<file path="src/rtl/mem_access_unit.sv">
// MEM-stage load/store sequencer: decodes size/sign, places store data on byte lanes,
// drives a single outstanding MMU request and returns extended load data or a fault.
module mem_access_unit #(
  parameter int XLEN        = 64,
  parameter int ADDR_W      = 64,
  parameter int TIMEOUT     = 255,
  parameter int ALIGN_CHECK = 1
) (
  input  logic              clk,
  input  logic              rst,
  input  logic              req_valid,
  input  logic              req_write,
  input  logic [2:0]        req_funct3,
  input  logic [ADDR_W-1:0] req_addr,
  input  logic [XLEN-1:0]   req_wdata,
  input  logic              flush,
  output logic              mmu_valid,
  output logic              mmu_write,
  output logic [ADDR_W-1:0] mmu_addr,
  output logic [XLEN-1:0]   mmu_wdata,
  output logic [XLEN/8-1:0] mmu_wstrb,
  input  logic              mmu_ready,
  input  logic [XLEN-1:0]   mmu_rdata,
  output logic              stall,
  output logic              rsp_valid,
  output logic [XLEN-1:0]   rsp_rdata,
  output logic              fault,
  output logic [1:0]        fault_cause
);

  localparam int BYTES  = XLEN / 8;
  localparam int LANE_W = $clog2(BYTES);
  localparam int IDX_W  = $clog2(XLEN);

  typedef enum logic [1:0] {IDLE, ACCESS, DONE} state_t;

  state_t              state_q, state_d;
  logic [15:0]         cnt_q, cnt_d;
  logic                discard_q, discard_d;
  logic                mmu_valid_q, mmu_valid_d;
  logic                mmu_write_q, mmu_write_d;
  logic [ADDR_W-1:0]   mmu_addr_q, mmu_addr_d;
  logic [XLEN-1:0]     mmu_wdata_q, mmu_wdata_d;
  logic [BYTES-1:0]    mmu_wstrb_q, mmu_wstrb_d;
  logic [2:0]          f3_q, f3_d;
  logic [XLEN-1:0]     rdata_q, rdata_d;
  logic [1:0]          cause_q, cause_d;

  // Request decode
  logic [LANE_W-1:0]   req_lane;
  logic [3:0]          req_nbytes;
  int                  req_nbits;
  logic                req_illegal;
  logic                req_misal;
  logic [BYTES-1:0]    req_strb;
  logic [XLEN-1:0]     req_wmask;
  logic [XLEN-1:0]     req_placed;

  always_comb begin
    req_lane    = req_addr[LANE_W-1:0];
    req_nbytes  = 4'd1 << req_funct3[1:0];
    req_nbits   = 8 << req_funct3[1:0];
    req_illegal = (req_funct3 == 3'b111) ||
                  ((XLEN == 32) && ((req_funct3 == 3'b011) || (req_funct3 == 3'b110)));
    req_misal   = (ALIGN_CHECK != 0) &&
                  ((req_lane & LANE_W'(req_nbytes - 4'd1)) != '0);
    req_strb    = BYTES'(((16'd1 << req_nbytes) - 16'd1) << req_lane);
    req_placed  = (req_wdata & req_wmask) << {req_lane, 3'b000};
  end

  // Load extraction works from the registered request so it lines up with mmu_rdata
  logic [LANE_W-1:0]   acc_lane;
  logic [XLEN-1:0]     rd_shift;
  int                  acc_nbits;
  logic [IDX_W-1:0]    sign_idx;
  logic                sign_bit;
  logic [XLEN-1:0]     load_ext;

  always_comb begin
    acc_lane  = mmu_addr_q[LANE_W-1:0];
    rd_shift  = mmu_rdata >> {acc_lane, 3'b000};
    acc_nbits = 8 << f3_q[1:0];
    case (f3_q[1:0])
      2'd0:    sign_idx = IDX_W'(7);
      2'd1:    sign_idx = IDX_W'(15);
      2'd2:    sign_idx = IDX_W'(31);
      default: sign_idx = IDX_W'(XLEN - 1);
    endcase
    sign_bit = !f3_q[2] && rd_shift[sign_idx];
  end

  for (genvar gi = 0; gi < XLEN; gi++) begin : g_bits
    assign req_wmask[gi] = (gi < req_nbits);
    assign load_ext[gi]  = (gi < acc_nbits) ? rd_shift[gi] : sign_bit;
  end

  logic timeout_hit;

  always_comb begin
    state_d     = state_q;
    cnt_d       = cnt_q;
    discard_d   = discard_q;
    mmu_valid_d = mmu_valid_q;
    mmu_write_d = mmu_write_q;
    mmu_addr_d  = mmu_addr_q;
    mmu_wdata_d = mmu_wdata_q;
    mmu_wstrb_d = mmu_wstrb_q;
    f3_d        = f3_q;
    rdata_d     = rdata_q;
    cause_d     = cause_q;
    timeout_hit = 1'b0;

    case (state_q)
      IDLE: begin
        if (req_valid && !flush) begin
          if (req_illegal) begin
            state_d = DONE;
            cause_d = 2'b11;
            rdata_d = '0;
          end else if (req_misal) begin
            state_d = DONE;
            cause_d = 2'b01;
            rdata_d = '0;
          end else begin
            state_d     = ACCESS;
            mmu_valid_d = 1'b1;
            mmu_write_d = req_write;
            mmu_addr_d  = req_addr;
            mmu_wdata_d = req_write ? req_placed : '0;
            mmu_wstrb_d = req_write ? req_strb : '0;
            f3_d        = req_funct3;
            cnt_d       = '0;
            discard_d   = 1'b0;
            cause_d     = 2'b00;
            rdata_d     = '0;
          end
        end
      end

      ACCESS: begin
        timeout_hit = ({1'b0, cnt_q} + 17'd1) == 17'(TIMEOUT);
        if (mmu_ready || timeout_hit) begin
          mmu_valid_d = 1'b0;
          mmu_write_d = 1'b0;
          mmu_addr_d  = '0;
          mmu_wdata_d = '0;
          mmu_wstrb_d = '0;
          cnt_d       = '0;
          discard_d   = 1'b0;
          // A flush seen at any point of the access, including this cycle, drops the result
          if (discard_q || flush) begin
            state_d = IDLE;
            cause_d = 2'b00;
            rdata_d = '0;
          end else if (mmu_ready) begin
            state_d = DONE;
            cause_d = 2'b00;
            rdata_d = mmu_write_q ? '0 : load_ext;
          end else begin
            state_d = DONE;
            cause_d = 2'b10;
            rdata_d = '0;
          end
        end else begin
          cnt_d = cnt_q + 16'd1;
          if (flush) discard_d = 1'b1;
        end
      end

      DONE: begin
        state_d = IDLE;
        cause_d = 2'b00;
      end

      default: state_d = IDLE;
    endcase
  end

  always_ff @(posedge clk or negedge rst) begin
    if (!rst) begin
      state_q     <= IDLE;
      cnt_q       <= '0;
      discard_q   <= 1'b0;
      mmu_valid_q <= 1'b0;
      mmu_write_q <= 1'b0;
      mmu_addr_q  <= '0;
      mmu_wdata_q <= '0;
      mmu_wstrb_q <= '0;
      f3_q        <= '0;
      rdata_q     <= '0;
      cause_q     <= '0;
    end else begin
      state_q     <= state_d;
      cnt_q       <= cnt_d;
      discard_q   <= discard_d;
      mmu_valid_q <= mmu_valid_d;
      mmu_write_q <= mmu_write_d;
      mmu_addr_q  <= mmu_addr_d;
      mmu_wdata_q <= mmu_wdata_d;
      mmu_wstrb_q <= mmu_wstrb_d;
      f3_q        <= f3_d;
      rdata_q     <= rdata_d;
      cause_q     <= cause_d;
    end
  end

  assign mmu_valid   = mmu_valid_q;
  assign mmu_write   = mmu_write_q;
  assign mmu_addr    = mmu_addr_q;
  assign mmu_wdata   = mmu_wdata_q;
  assign mmu_wstrb   = mmu_wstrb_q;
  assign rsp_valid   = (state_q == DONE) && !flush;
  assign rsp_rdata   = rdata_q;
  assign fault       = rsp_valid && (cause_q != 2'b00);
  assign fault_cause = rsp_valid ? cause_q : 2'b00;
  assign stall       = rst && (((state_q == IDLE) && req_valid) || (state_q == ACCESS));

endmodule

</file>
<file path="config.mk">
export PLATFORM = sky130hd
export DESIGN_NAME = mem_access_unit
export DESIGN_NICKNAME = d
export VERILOG_FILES = /design/src/rtl/mem_access_unit.sv
export SDC_FILE = /design/constraint.sdc
export NUM_CORES = 1
export LEC_CHECK = 0
export CAP_MARGIN = 15
export CORE_ASPECT_RATIO = 1.25
export CORE_MARGIN = 10
export CORE_UTILIZATION = 50
export DETAILED_ROUTE_END_ITERATION = 8
export PLACE_DENSITY = 0.86
export SETUP_SLACK_MARGIN = 0.5
export SYNTH_ARGS = -nofsm -noshare
export SYNTH_HDL_FRONTEND = slang
export SYNTH_SLANG_ARGS = --single-unit
</file>
<file path="constraint.sdc">
create_clock -name clk -period 6.4 [get_ports clk]
set_input_delay 1.92 -clock clk [delete_from_list [all_inputs] [get_ports clk]]
set_output_delay 1.92 -clock clk [all_outputs]
set_load 0.005 [all_outputs]
</file>
; ---- After elaboration in Yosys (flattened, before gate mapping)
; Cells that the tools add are included.
[classes]
order_cmp = 129
reduce_logical = 24
add_sub_neg = 4
div = 0
muxes = 123
bitwise_logic = 4
multipliers = 0
n_eq_ne = 11
n_shift = 7
[op_table]
columns = op, count
row1 = "7-bit by 32-bit less-than comparator with 1-bit output, first input constant", 64
row2 = "6-bit by 32-bit less-than comparator with 1-bit output, first input constant", 32
row3 = 64-bit 2-to-1 mux, 13
row4 = "5-bit by 32-bit less-than comparator with 1-bit output, first input constant", 16
row5 = 64-bit case mux with 2 select lines, 3
row6 = "4-bit by 32-bit less-than comparator with 1-bit output, first input constant", 8
row7 = "3-bit by 32-bit less-than comparator with 1-bit output, first input constant", 4
row8 = 1-bit 2-to-1 mux, 78
row9 = 64-bit bitwise AND, 1
row10 = "1-bit by 32-bit less-than comparator with 1-bit output, first input constant", 2
row11 = "2-bit by 32-bit less-than comparator with 1-bit output, first input constant", 2
row12 = 16-bit 2-to-1 mux, 4
row13 = "4-bit by 2-bit << shifter with 32-bit output, first input constant", 2
row14 = 64-bit by 6-bit << shifter with 64-bit output, 1
row15 = 64-bit by 6-bit >> shifter with 64-bit output, 1
row16 = 8-bit 2-to-1 mux, 5
row17 = 16-bit case mux with 2 select lines, 1
row18 = 2-bit 2-to-1 mux, 11
row19 = 6-bit case mux with 3 select lines, 1
row20 = "16-bit by 1-bit adder with 17-bit output, second input constant", 1
row21 = "17-bit by 8-bit equality test with 1-bit output, second input constant", 1
row22 = "16-bit by 1-bit adder with 16-bit output, second input constant", 1
row23 = 8-bit case mux with 2 select lines, 1
row24 = "1-bit by 4-bit << shifter with 16-bit output, first input constant", 1
row25 = 26 further kinds, 48
[totals]
wordCells = 313
in_bits = 201
mem_bits_rw = 0
ff_bits = 226
n_memories = 0
latch_bits = 0
mem_bits_ro = 0
out_inout_bits = 207

; ---- Depth between registers and ports, before layout
[depth]
word_depth = 11
depth_mapped = 11
ltp_nobuf = 9

; ---- Least setup slack after synthesis
; Ideal clock, no wire load.
[synth_timing]
path_type = input to output
startpoint = input flush
endpoint = output fault
arrival_ps = 2432
path_slack_ps = 2048
cell_stages = 3
n_path_buf = 0
required_time_ps = 4480
cell_sequence = nor2b_1 and2_1 or2_2
[synth_via]
elab_chain_cells = 3
[synth_lines]
columns = element, line_no
row1 = from (decl), 16  ; input logic flush,
row2 = 1-bit zero test, 212  ; assign rsp_valid = (state_q == DONE) && !flush;
row3 = 1-bit logical AND, 212
row4 = 1-bit logical AND, 214  ; assign fault = rsp_valid && (cause_q != 2'b00);
row5 = to (decl), 27  ; output logic fault,
; No other way between the ends.

; ---- Worst setup path after layout
; Same ends and word-level chain as after synthesis.

==> metrics.txt <==
# TYPE chip_impl_metric gauge
chip_impl_metric{name="gp_congestion",unit=""} 0.9656
chip_impl_metric{name="floorplan.io_pins",unit=""} 408
chip_impl_metric{name="fmaxAchievable",unit="MHz"} 185.8
chip_impl_metric{name="chipHeight",unit="um"} 195.4
chip_impl_metric{name="synth_seq_area_share",unit="%"} 45.96
chip_impl_metric{name="drt_first_pass_iters",unit=""} 5
chip_impl_info{name="end_kind",value="output pin"} 1
chip_impl_metric{name="synth.yosys.warnings",unit=""} 0
chip_impl_info{name="holdCritStartpoint",value="mmu_valid"} 1
chip_impl_metric{name="rows",unit=""} 64
chip_impl_metric{name="synth.ff_latch_count",unit=""} 226
chip_impl_info{name="critical_path.cell_chain",value="clkdlybuf4s50_1 -> nor2b_1 -> and2_1 -> or2_2 -> clkdlybuf4s50_1"} 1
chip_impl_info{name="crit-reg2reg-launch",value="cnt_q[3]"} 1
chip_impl_info{name="hp-class",value="register to register"} 1
chip_impl_metric{name="design.core.area",unit="um2"} 24340
chip_impl_info{name="synth.top_cells.by_area",value="dfrtp_1, a22o_1, mux2i_1, mux4_2, mux2_2"} 1
chip_impl_metric{name="instance_count_of_the_mapped_netlist",unit=""} 1195
chip_impl_metric{name="mappedNetlistNets",unit=""} 1402
chip_impl_metric{name="design.die.area",unit="um2"} 31320
chip_impl_metric{name="timing.critical_path.required",unit="ps"} 4480
chip_impl_metric{name="detail_route.wirelength",unit="mm"} 50.19
chip_impl_metric{name="setup_repair_bufs_after_cts",unit=""} 0
chip_impl_metric{name="place_ws",unit="ps"} 1008
chip_impl_metric{name="clock_latency",unit="ps"} 520
chip_impl_metric{name="via_count",unit=""} 12070
chip_impl_metric{name="worst_supply_voltage_drop_on_vdd",unit="mV"} 0.2310
chip_impl_metric{name="slew_at_the_pin_closest_to_its_max_slew_limit",unit="ps"} 1134
chip_impl_metric{name="detail_route.vias_per_cell",unit=""} 6.380
chip_impl_metric{name="routed_length_per_placed_instance",unit="um"} 26.53
chip_impl_metric{name="synthDistinctLibCells",unit=""} 58
chip_impl_metric{name="number_of_enable_type_register_cells_in_the_synthesized_netlist",unit=""} 0
chip_impl_metric{name="mappedNetlistArea",unit="um2"} 12300
chip_impl_metric{name="synth_top_area_share",unit="%"} 45.96
chip_impl_metric{name="antenna_found_initial",unit=""} 1
chip_impl_metric{name="critical_path.max_stage_delay",unit="ps"} 550
chip_impl_info{name="critical_path.top_delay_family",value="buffers and inverters"} 1
chip_impl_metric{name="grt.total_usage",unit="%"} 30.79
chip_impl_metric{name="first_global_vias",unit=""} 12350
chip_impl_metric{name="remaining_drc_errors",unit=""} 0
chip_impl_info{name="yosysMostFrequentCell",value="dfrtp_1"} 1
chip_impl_info{name="synth_common_cells",value="dfrtp_1, a22o_1, nand2_1"} 1
chip_impl_metric{name="report.final.slew_viol_count",unit=""} 0
chip_impl_metric{name="final_antenna_net_count",unit=""} 0
chip_impl_info{name="rsz_0062_raised_after_global_routing",value="no"} 1
chip_impl_metric{name="layout-drive-gt1-share",unit="%"} 8.905
chip_impl_metric{name="clock_tree.buffer_depth",unit=""} 3
chip_impl_metric{name="timing.setup.tns",unit="ps"} 0
chip_impl_info{name="critical_path.startpoint_type",value="input port"} 1
chip_impl_info{name="cts_tree",value="built"} 1
chip_impl_metric{name="hold_buffers",unit=""} 0
chip_impl_info{name="crit_path_top_delay_cell",value="clkdlybuf4s50_1"} 1
chip_impl_metric{name="synth.avg_cell_area",unit="um2"} 10.30
chip_impl_metric{name="critical_path_peak_fanout",unit=""} 5
chip_impl_metric{name="async_flop_share",unit="%"} 100.0
chip_impl_metric{name="setup_viol",unit=""} 0
chip_impl_metric{name="setup_slack",unit="ps"} 1017
chip_impl_metric{name="die_w",unit="um"} 160.3
chip_impl_info{name="run_status",value="complete, no violations"} 1
chip_impl_metric{name="drtIter0Drc",unit=""} 1269
chip_impl_metric{name="report.final.hold_viol_count",unit=""} 0
chip_impl_metric{name="initial_standard_cell_utilization_of_the_core",unit="%"} 50.54
chip_impl_metric{name="tritoncts.num_buffers",unit=""} 24
chip_impl_metric{name="worst_endpoint_data_arrival_time",unit="ps"} 3460
chip_impl_info{name="worst_path_most_repeated_cell",value="clkdlybuf4s50_1"} 1
chip_impl_info{name="netlist.top_cell.by_area",value="dfrtp_1"} 1
chip_impl_metric{name="gr-total-overflow",unit=""} 0
chip_impl_metric{name="area_delta_synth_final",unit="%"} 41.39
chip_impl_metric{name="port-buffer-count",unit=""} 407
chip_impl_metric{name="detailed_placement_hpwl",unit="mm"} 37.04
chip_impl_metric{name="leakagePower",unit="uW"} 0.007325
chip_impl_metric{name="fin_skew",unit="ps"} 10.24
chip_impl_metric{name="max_cap_viol_count",unit=""} 0
chip_impl_metric{name="path_buf_inv",unit=""} 2
chip_impl_metric{name="final_net_count",unit=""} 1750
chip_impl_metric{name="number_of_clock_sinks",unit=""} 226
chip_impl_metric{name="min_period_over_period",unit="%"} 84.11
chip_impl_metric{name="timing.final.crit_period",unit="ps"} 5383
chip_impl_info{name="criticalPathCategory",value="input port to output pin"} 1
chip_impl_info{name="ys_dominant_reg_cell",value="dfrtp_1"} 1
chip_impl_metric{name="grt_first_pass_wirelength",unit="mm"} 76.63
chip_impl_metric{name="h-tree-depth",unit=""} 1
chip_impl_info{name="worst_setup_startpoint",value="flush"} 1
chip_impl_info{name="clk_root_buffer_cell",value="clkbuf_16"} 1
chip_impl_metric{name="clk_transition_reported_paths",unit="ps"} 60
chip_impl_metric{name="relSlewSlack",unit="%"} 24.38
chip_impl_metric{name="number_of_gates_given_a_new_drive_strength_after_cts",unit=""} 0
chip_impl_metric{name="pwr_density",unit="nW/um2"} 370.3
chip_impl_metric{name="pin_count_of_the_biggest_net_entering_global_routing",unit=""} 83
[layout by cell type, fill, tap and decap left out, types with 15 or more instances in the layout]
cell / synthesis / routed
nand4_1: 15 / 15
dfrtp_1: 226 / 225
o2bb2ai_1: 28 / 28
a22oi_1: 28 / 28
nor2b_1: 23 / 23
mux4_2: 23 / 23
a21oi_1: 65 / 65
inv_1: 16 / 16
clkbuf_16: 0 / 25
mux2i_1: 64 / 64
o211ai_1: 25 / 25
o21ai_0: 65 / 65
clkdlybuf4s50_1: 0 / 403
o22ai_1: 16 / 16
a22o_1: 147 / 147
nor2_1: 76 / 76
mux2_2: 37 / 37
buf_4: 1 / 21
nand2_1: 96 / 96
[metal layers]
metal	track usage, %	part of all wire (%)
met5	0	0
met4	15.63	5.7
met3	7.113	8.9
met2	51.75	49
met1	36.18	36
[final cells by class]
class                   instances  area [um2]
diodes                          1       2.502
clock buffers                  33       685.7
clock inverters                11       166.4
fillers                      1799        6947
inverters                      18       67.56
multi-input cells             844        6161
flip-flops and latches        226        5659
well taps                     330       412.9
repair buffers                429        4242
[sequential cells by signal (all words and copies together), names as in the netlist]
register / count
mmu_valid: 1
cause_q: 2
mmu_write: 1
mmu_wdata: 64
cnt_q: 16
f3_q: 3
mmu_addr: 64
mmu_wstrb: 8
discard_q: 1
state_q: 2
rsp_rdata: 64
[per-stage QoR]
step | hold WS [ps] | util (%) | total power, uW | cell area, um2 | cells
after CTS | 480.0 | 71.43 | 6436 | 17390 | 1890
final | 476.4 | 71.46 | 6442 | 17400 | 1892
after floorplan | 463.4 | - | 3466 | 12300 | 1195
after global routing | 507.4 | 71.46 | 6735 | 17400 | 1892
after detailed placement | 465.8 | 67.93 | 4902 | 16540 | 1846
after global placement | 460.0 | 67.93 | 4836 | 16540 | 1846
[report_power, final]
part	switching, uW	leakage [uW]	internal [uW]
Combinational	1330	0.00389	1450
Sequential	344	0.00302	1810
Clock	600	0.000408	913
[worst paths after layout]
kind                                 endpoint  slack (ps)  cells after the start
worst max-delay path                    fault        1020                      5
worst min-delay path                mmu_valid         480                      1
worst max register to register  rsp_rdata[31]        2620                      8
worst min register to register      mmu_valid         480                      1
max in group asynchronous       mmu_wdata[61]        3290                      3
min in group asynchronous       mmu_wdata[20]        1260                      1
[kinds of logic (layout without fill, tap and decap cells)]
family / Yosys count / count (layout) / share of synthesized area [%]
DFF: 226 / 226 / 45.96
other: 0 / 1 / 0
muxes: 124 / 124 / 12.80
xor gates and xnor gates: 2 / 2 / 0.1424
AOI/OAI and AO/OA: 434 / 434 / 25.72
buffers and inverters: 125 / 491 / 4.017
adders and majority gates: 6 / 6 / 0.6101
and+or+nand+nor: 278 / 278 / 10.75
(Power assumes the default switching activity.)
